--- src/rtl/branch_pkg.sv ---
// Shared types and constants for the branch resolver slice.
// funct3 encodings, ALU opcodes, flag bit positions and FSM state.
package branch_pkg;

  typedef enum logic [1:0] {
    IDLE    = 2'd0,
    EVAL    = 2'd1,
    RESOLVE = 2'd2
  } state_t;

  localparam logic [2:0] F3_BEQ  = 3'b000;
  localparam logic [2:0] F3_BNE  = 3'b001;
  localparam logic [2:0] F3_BLT  = 3'b100;
  localparam logic [2:0] F3_BGE  = 3'b101;
  localparam logic [2:0] F3_BLTU = 3'b110;
  localparam logic [2:0] F3_BGEU = 3'b111;

  localparam logic [3:0] ALU_OP_SUB = 4'b1000;
  localparam logic [3:0] ALU_OP_ADD = 4'b0000;

  // flags arrive ordered NZCV
  localparam int FLAG_N = 3;
  localparam int FLAG_Z = 2;
  localparam int FLAG_C = 1;
  localparam int FLAG_V = 0;

endpackage

--- src/rtl/branch_cond.sv ---
// Combinational branch condition evaluator: (funct3, NZCV) -> {cond, illegal}.
// C = 1 means no borrow on the SUB compare (op1 >= op2 unsigned).
module branch_cond
  import branch_pkg::*;
(
  input  logic [2:0] funct3,
  input  logic [3:0] flags,
  output logic       cond,
  output logic       illegal
);

  logic lt;
  assign lt = flags[FLAG_N] ^ flags[FLAG_V];

  always_comb begin
    cond    = 1'b0;
    illegal = 1'b0;
    case (funct3)
      F3_BEQ:  cond = flags[FLAG_Z];
      F3_BNE:  cond = ~flags[FLAG_Z];
      F3_BLT:  cond = lt;
      F3_BGE:  cond = ~lt;
      F3_BLTU: cond = ~flags[FLAG_C];
      F3_BGEU: cond = flags[FLAG_C];
      default: illegal = 1'b1;
    endcase
  end

endmodule

--- src/rtl/branch_resolver.sv ---
// Resolves RV32I conditional branches and JAL; owns the architectural PC.
// Optional BRANCH_RESOLVER_STATS_EN adds taken / not-taken counters.
module branch_resolver
  import branch_pkg::*;
#(
  parameter logic [31:0] RESET_PC = 32'h0000_0000,
  parameter int unsigned PC_STEP  = 4
) (
  input  logic        clk,
  input  logic        reset,
  input  logic        req_valid,
  output logic        req_ready,
  input  logic        req_jump,
  input  logic [2:0]  req_funct3,
  input  logic [31:0] req_offset,
  output logic [3:0]  alu_op,
  input  logic [3:0]  alu_flags,
  output logic [31:0] pc,
  output logic        done_valid,
  output logic        taken,
  output logic        fault
`ifdef BRANCH_RESOLVER_STATS_EN
  ,
  output logic [31:0] stat_taken,
  output logic [31:0] stat_not_taken
`endif
);

  state_t      state;
  logic        jump_q;
  logic [2:0]  f3_q;
  logic [31:0] off_q;
  logic [3:0]  flag_q;

  logic        cond, illegal;
  logic        bad_f3, hit, misalign, resolving;
  logic [31:0] target, pc_seq;

  branch_cond u_cond (
    .funct3  (f3_q),
    .flags   (flag_q),
    .cond    (cond),
    .illegal (illegal)
  );

  // funct3 is meaningless for a jump, so its illegal decode is masked
  always_comb begin
    bad_f3   = ~jump_q & illegal;
    hit      = jump_q | (cond & ~illegal);
    target   = pc + off_q;
    pc_seq   = pc + 32'(PC_STEP);
    misalign = hit & (target[1:0] != 2'b00);
  end

  assign resolving  = (state == RESOLVE);
  assign done_valid = resolving;
  assign taken      = resolving & hit & ~misalign;
  assign fault      = resolving & (bad_f3 | misalign);

  always_ff @(posedge clk or posedge reset) begin
    if (reset) begin
      state     <= IDLE;
      req_ready <= 1'b1;
      alu_op    <= ALU_OP_ADD;
      pc        <= RESET_PC;
      jump_q    <= 1'b0;
      f3_q      <= 3'b000;
      off_q     <= 32'h0;
      flag_q    <= 4'h0;
    end else begin
      case (state)
        IDLE: begin
          if (req_valid && req_ready) begin
            jump_q    <= req_jump;
            f3_q      <= req_funct3;
            off_q     <= req_offset;
            req_ready <= 1'b0;
            if (req_jump) begin
              state  <= RESOLVE;
            end else begin
              state  <= EVAL;
              alu_op <= ALU_OP_SUB;
            end
          end
        end
        EVAL: begin
          flag_q <= alu_flags;
          alu_op <= ALU_OP_ADD;
          state  <= RESOLVE;
        end
        RESOLVE: begin
          // a misaligned taken target leaves pc where it is
          if (bad_f3 || !hit) pc <= pc_seq;
          else if (!misalign) pc <= target;
          req_ready <= 1'b1;
          state     <= IDLE;
        end
        default: begin
          state     <= IDLE;
          req_ready <= 1'b1;
          alu_op    <= ALU_OP_ADD;
        end
      endcase
    end
  end

`ifdef BRANCH_RESOLVER_STATS_EN
  always_ff @(posedge clk or posedge reset) begin
    if (reset) begin
      stat_taken     <= 32'h0;
      stat_not_taken <= 32'h0;
    end else if (done_valid && !fault) begin
      if (taken) stat_taken     <= stat_taken + 32'd1;
      else       stat_not_taken <= stat_not_taken + 32'd1;
    end
  end
`endif

endmodule

--- config.mk ---
export PLATFORM = sky130hd
export DESIGN_NAME = branch_resolver
export DESIGN_NICKNAME = d
export VERILOG_FILES = /design/src/rtl/branch_pkg.sv /design/src/rtl/branch_cond.sv /design/src/rtl/branch_resolver.sv
export SDC_FILE = /design/constraint.sdc
export NUM_CORES = 1
export LEC_CHECK = 0
export ABC_AREA = 1
export CORE_MARGIN = 4
export CORE_UTILIZATION = 50
export DETAILED_ROUTE_END_ITERATION = 10
export PLACE_DENSITY = 0.83
export SLEW_MARGIN = 0
export SYNTH_ARGS = -nofsm -noshare
export SYNTH_HDL_FRONTEND = slang
export SYNTH_SLANG_ARGS = --single-unit
export TNS_END_PERCENT = 10
--- constraint.sdc ---
create_clock -name clk -period 3.2 [get_ports clk]
set_input_delay 0.32 -clock clk [delete_from_list [all_inputs] [get_ports clk]]
set_output_delay 0.32 -clock clk [all_outputs]
set_load 0.01 [all_outputs]
**Word-level counts from Yosys, hierarchy flattened**

Index checks and enable logic that the tools add are counted.

- Input bits: 43
- RAM bits: 0
- Latch bits: 0
- Register bits: 79
- Memory bits (read-only): 0
- Output and inout port bits: 40
- Memories kept: 0

- Bitwise operators: 16
- Muxes and demuxes: 12
- Divide/modulo/power cells: 0
- Shift-type cells: 0
- Add/subtract/negate cells: 2
- Equality and inequality tests: 10
- $mul: 0
- $lt $le $gt $ge: 0
- Reduce and logical (&&, ||, !) cells: 11

Operator list:

| kind | count |
|---|---|
| 32-bit two-way mux | 2 |
| 32-bit by 3-bit adder with 32-bit output (second input constant) | 1 |
| 32-bit adder | 1 |
| 3-bit equality test (second input constant) | 4 |
| 4-bit two-way mux | 2 |
| 4-bit case mux with 2 select lines | 1 |
| 1-bit inverter | 7 |
| 1-bit AND | 6 |
| 1-bit case mux with 6 select lines | 1 |
| 2-bit AND reduction | 3 |
| 6-bit OR reduction | 1 |
| 2-bit two-way mux | 2 |
| 2-bit != test (second input constant) | 2 |
| 2-bit case mux with 2 select lines | 1 |
| 3-bit by 1-bit equality test with 1-bit output (second input constant) | 1 |
| 3-bit logical NOT | 1 |
| 3-bit AND reduction | 1 |
| 2-bit by 1-bit equality test with 1-bit output (second input constant) | 1 |
| 2-bit equality test (second input constant) | 1 |
| 2-bit logical NOT | 1 |
| 1-bit two-way mux | 2 |
| 2-bit by 1-bit != test with 1-bit output (second input constant) | 1 |
| 1-bit OR | 2 |
| 1-bit case mux with 2 select lines | 1 |
| other kinds (5) | 5 |

**Longest topological paths before layout**

- Word-level depth: 9
- Mapped depth: 16

**Hierarchy**

A second synthesis with hierarchy kept.

- Cells, all modules: 1053
- Area, all modules: 6449.9 sq um

Modules (own cells, without submodules):

| module | times used | cells each | area each (sq um) |
|---|---|---|---|
| branch_resolver | 1 | 1025 | 6337.3 |
| branch_cond | 1 | 28 | 112.6 |

**Worst setup path before layout**

Ideal clock, no wire load.

- Path kind: register -> register
- From: register pc[0]
- To: register pc[14]
- Clock period less this slack: 1.941 ns
- Path buffers: 0
- Data arrival time: 1.823 ns
- Required time: 3.082 ns
- Setup time: 0.118 ns
- Setup slack: 1.259 ns
- Cell stages (with the launch flop): 16
- Cells stage by stage: dfrtp_1 > ha_1 > inv_1 > fa_1 > inv_1 > nand3_1 > nand3_1 > nand2_1 > nand2_1 > nand2_1 > nand2_1 > nand2_1 > nand2_1 > o21ai_0 > o21bai_1 > inv_1

- Word-level cells in the longest chain between the ends: 5

Ends and longest elaborated chain:

| element | RTL line | source |
|---|---|---|
| start, declared | branch_resolver.sv:18 | `output logic [31:0] pc,` |
| start signal, assigned | branch_resolver.sv:93 | `if (bad_f3 \|\| !hit) pc <= pc_seq;` |
| start signal, assigned | branch_resolver.sv:94 | `else if (!misalign) pc <= target;` |
| 32-bit adder | branch_resolver.sv:50 | `target = pc + off_q;` |
| 2-bit nonzero test | branch_resolver.sv:52 | `misalign = hit & (target[1:0] != 2'b00);` |
| 1-bit AND | branch_resolver.sv:52 |  |
| 2-bit by 1-bit != test with 1-bit output (no line) | n/a |  |
| 2-bit AND reduction (no line) | n/a |  |

Parallel ways exist; a longest one is shown, timed or not. The select of a mux whose other input is x is not followed.
A chain may end at the register's enable or synchronous reset.

**Worst setup path in the final report**

- From: register f3_q[0]
- To: output taken

- Word-level cells in the longest chain between the ends: 7

Ends and longest elaborated chain:

| element | RTL line | source |
|---|---|---|
| start, declared | branch_resolver.sv:31 | `logic [2:0] f3_q;` |
| start signal, assigned | branch_resolver.sv:75 | `f3_q <= req_funct3;` |
| 3-bit equality test (tied with other cells) | branch_cond.sv:18 | `case (funct3)` |
| 1-bit case mux with 6 select lines or 6-bit OR reduction (tied branches) | n/a |  |
| 1-bit AND (*) | branch_resolver.sv:49 | `hit = jump_q \| (cond & ~illegal);` |
| 1-bit OR (*) | branch_resolver.sv:49 |  |
| 1-bit AND | branch_resolver.sv:52 |  |
| 1-bit inverter | branch_resolver.sv:57 | `assign taken = resolving & hit & ~misalign;` |
| 1-bit AND (*) | branch_resolver.sv:57 |  |
| end, declared | branch_resolver.sv:20 | `output logic taken,` |

Every way passes the cells marked *; elsewhere a longest branch is shown, timed or not.

==> out/metrics.yaml <==
clock_network:
  clkSlewWorstSetupHoldPaths_ns: 0.06
  cts_buffers: 9
  cts.repair.resized: 0
  cts_setup_buffers: 0
  cts_htree_levels: 3
  cts.path.max_buffers: 2
  cts_tree: "built"
  cts.sinks: 76
  ctsHoldBuffers: 0
  worstSkewPairLatency_ns: 0.35
  cts_root_buf: "clkbuf_16"
yosys:
  synth-edff-count: 0
  synth_most_common_cell: "nand2_1"
  yosys.area.top_type: "dfrtp_1"
  ys_ff_latch: 76
  async_reset_ff_frac: 1.00
  syn_area_um2: 6260
  yosysUniqueCellTypes: 41
  yosys.area.top_type_share: 0.300
  synth_cells: 1002
  synth_commonest_cells: "404 x nand2_1, 131 x inv_1, 102 x nor2_1, 75 x dfrtp_1, 60 x nand3_1"
  synth.avg_cell_area_um2: 6.25
  synth_warnings: 0
  synth.area.top_cells: "dfrtp_1 30%, nand2_1 24%, inv_1 7.9%"
  synth_flop_cell: "dfrtp_1"
  ys_seq_area_frac: 0.304
floorplan:
  die_area_um2: 14400
  std_cell_rows: 40
  die_h_um: 120
  start_util: 0.515
  io_pins: 83
  die_w_um: 120
  core_um2: 12200
layout:
  fillers: 1177
  multi_input_area_um2: 3720
  fin_area_um2: 7480
  antennaDiodeCount: 0
  fin_nets: 1155
  area.sequential_um2: 1900
  synthToLayoutAreaGrowth_pct: 19.4
  drive_above_1_share: 0.0415
route:
  ant_nets: 0
  dr.pass1.iters: 5
  vias: 6556
  wirelength_mm: 18.3
  drtIter0Drc: 533
  avgRoutedWirePerCell_um: 14.6
  drc: 0
  viasPerCell: 5.24
grt:
  grt_first_pass_wirelength_mm: 30.2
  overflow: 0
  grt_usage: 0.264
  antenna_found_initial: 0
  grt_max_degree: 42
  grt_pass1_vias: 6168
setup_path:
  crit_arrival_ns: 2.48
  path_class: "reg2out"
  cp_max_fo: 39
  cp.required_ns: 2.88
  cp-end-kind: "output pin"
  cp-start-kind: "flop"
timing:
  worst_pin_slew_ns: 1.25
  fmax_ghz: 0.357
  finalHoldViolCount: 0
  period_share: 0.874
  slew_viol_final: 0
  setup_violations: 0
  finalClockSkew_ns: 0.0108
  rsz0062_at_grt: "no"
  maxSlewHeadroom: 0.167
  min_period_ns: 2.80
  tns_ns: 0
place:
  dpl_cell_area_um2: 7190
  post-dp-hpwl_mm: 14.3
  gp_congestion: 0.934
  place.port_buffers: 79
status:
  status: "complete, no violations"
power_and_ir_drop:
  vdd_drop_max_mv: 0.521
  power_leakage_nw: 3.97
  power_density_nw_per_um2: 1180
worst_hold_path:
  hold_class: "in2async"
run:
  cap_violations: 0
-- stage by stage --
step / power (mW) / std cells / hold slack [ns] / setup WS, ns / utilization
CTS: 8.71 / 1252 / 0.470 / 0.380 / 0.615
global placement: 7.58 / 1236 / 0.468 / 0.841 / 0.592
global route: 9.67 / 1252 / 0.505 / 0.199 / 0.615
floorplan: 5.94 / 1004 / 0.386 / 0.943 / -
finish: 8.81 / 1252 / 0.448 / 0.402 / 0.615
detailed placement: 7.68 / 1236 / 0.470 / 0.756 / 0.592
-- kinds of logic after synthesis --
logic type | after synthesis | share of synthesized area
buf+inv | 156 | 0.104
compound gates | 90 | 0.0783
simple gates | 618 | 0.406
xor+xnor | 25 | 0.0350
other cells | 1 | 0.000599
fa+ha+maj | 33 | 0.0671
mux | 3 | 0.00539
flops | 76 | 0.304
-- metal layers --
| layer | part of all wire | vias to the layer above | wire [µm] | GRT usage |
|---|---|---|---|---|
| li1 | - | 3288 | - | - |
| met1 | 0.46 | 2956 | 8350 | 0.371 |
| met4 | 0.032 | 0 | 577 | 0.120 |
| met3 | 0.071 | 42 | 1290 | 0.0292 |
| met2 | 0.44 | 270 | 8050 | 0.409 |
| met5 | 0 | - | 0 | 0 |
-- critical path, stage by stage, from the launching register on --
cell and delay [ns]:
dfrtp_1 0.41, inv_1 0.10, nor2_1 0.04, nand2_1 0.07, o21ai_1 0.07, nor2_2 0.16, nand2_4 0.29, nand2_2 0.17
nand2_2 0.07, inv_2 0.06, nand2_1 0.08, inv_1 0.08, clkdlybuf4s50_1 0.53
-- where the power goes --
group | switching [mW] | internal [mW] | leakage (nW)
logic | 3.72 | 2.11 | 2.91
clock network | 0.455 | 0.537 | 0.135
registers | 0.577 | 1.41 | 0.924
total | 4.75 | 4.06 | 3.97
-- path summary, 6_finish.rpt --
| kind | cells past startpoint | to | startpoint | slack (ns) |
|---|---|---|---|---|
| worst max register to register | 14 | pc[28] | pc[0] | 0.88 |
| min in group clk | 2 | off_q[17] | off_q[17] | 0.48 |
| worst min register to register | 2 | off_q[17] | off_q[17] | 0.48 |
| max in group asynchronous | 3 | pc[9] | reset | 2.06 |
| worst max-delay path | 12 | taken | f3_q[0] | 0.40 |
| worst min-delay path | 2 | f3_q[2] | reset | 0.45 |
-- state kept, by name, indices dropped and copies added (netlist names) --
register	count
off_q	32
pc	32
flag_q	4
f3_q	3
state	2
alu_op	1
jump_q	1
req_ready	1
-- area by class of cell --
class	count	share of cell area
Clock inverter	7	0.00770
Inverter	133	0.0668
Clock buffer	9	0.0301
Multi-Input combinational cell	772	0.497
Tap cell	168	0.0281
Timing Repair Buffer	87	0.115
Sequential cell	76	0.255
-- placed cells by master, fill, tap and decap left out, types with 9 or more instances in the layout --
cell	n
nor2_1	102
clkdlybuf4s50_1	79
clkbuf_16	9
nand3_1	60
nor3_1	15
dfrtp_1	75
a21oi_1	48
nand4_1	9
xor2_1	20
nand2_1	404
o21ai_0	19
ha_1	32
inv_1	130
Power figures use the tool's default switching activity.
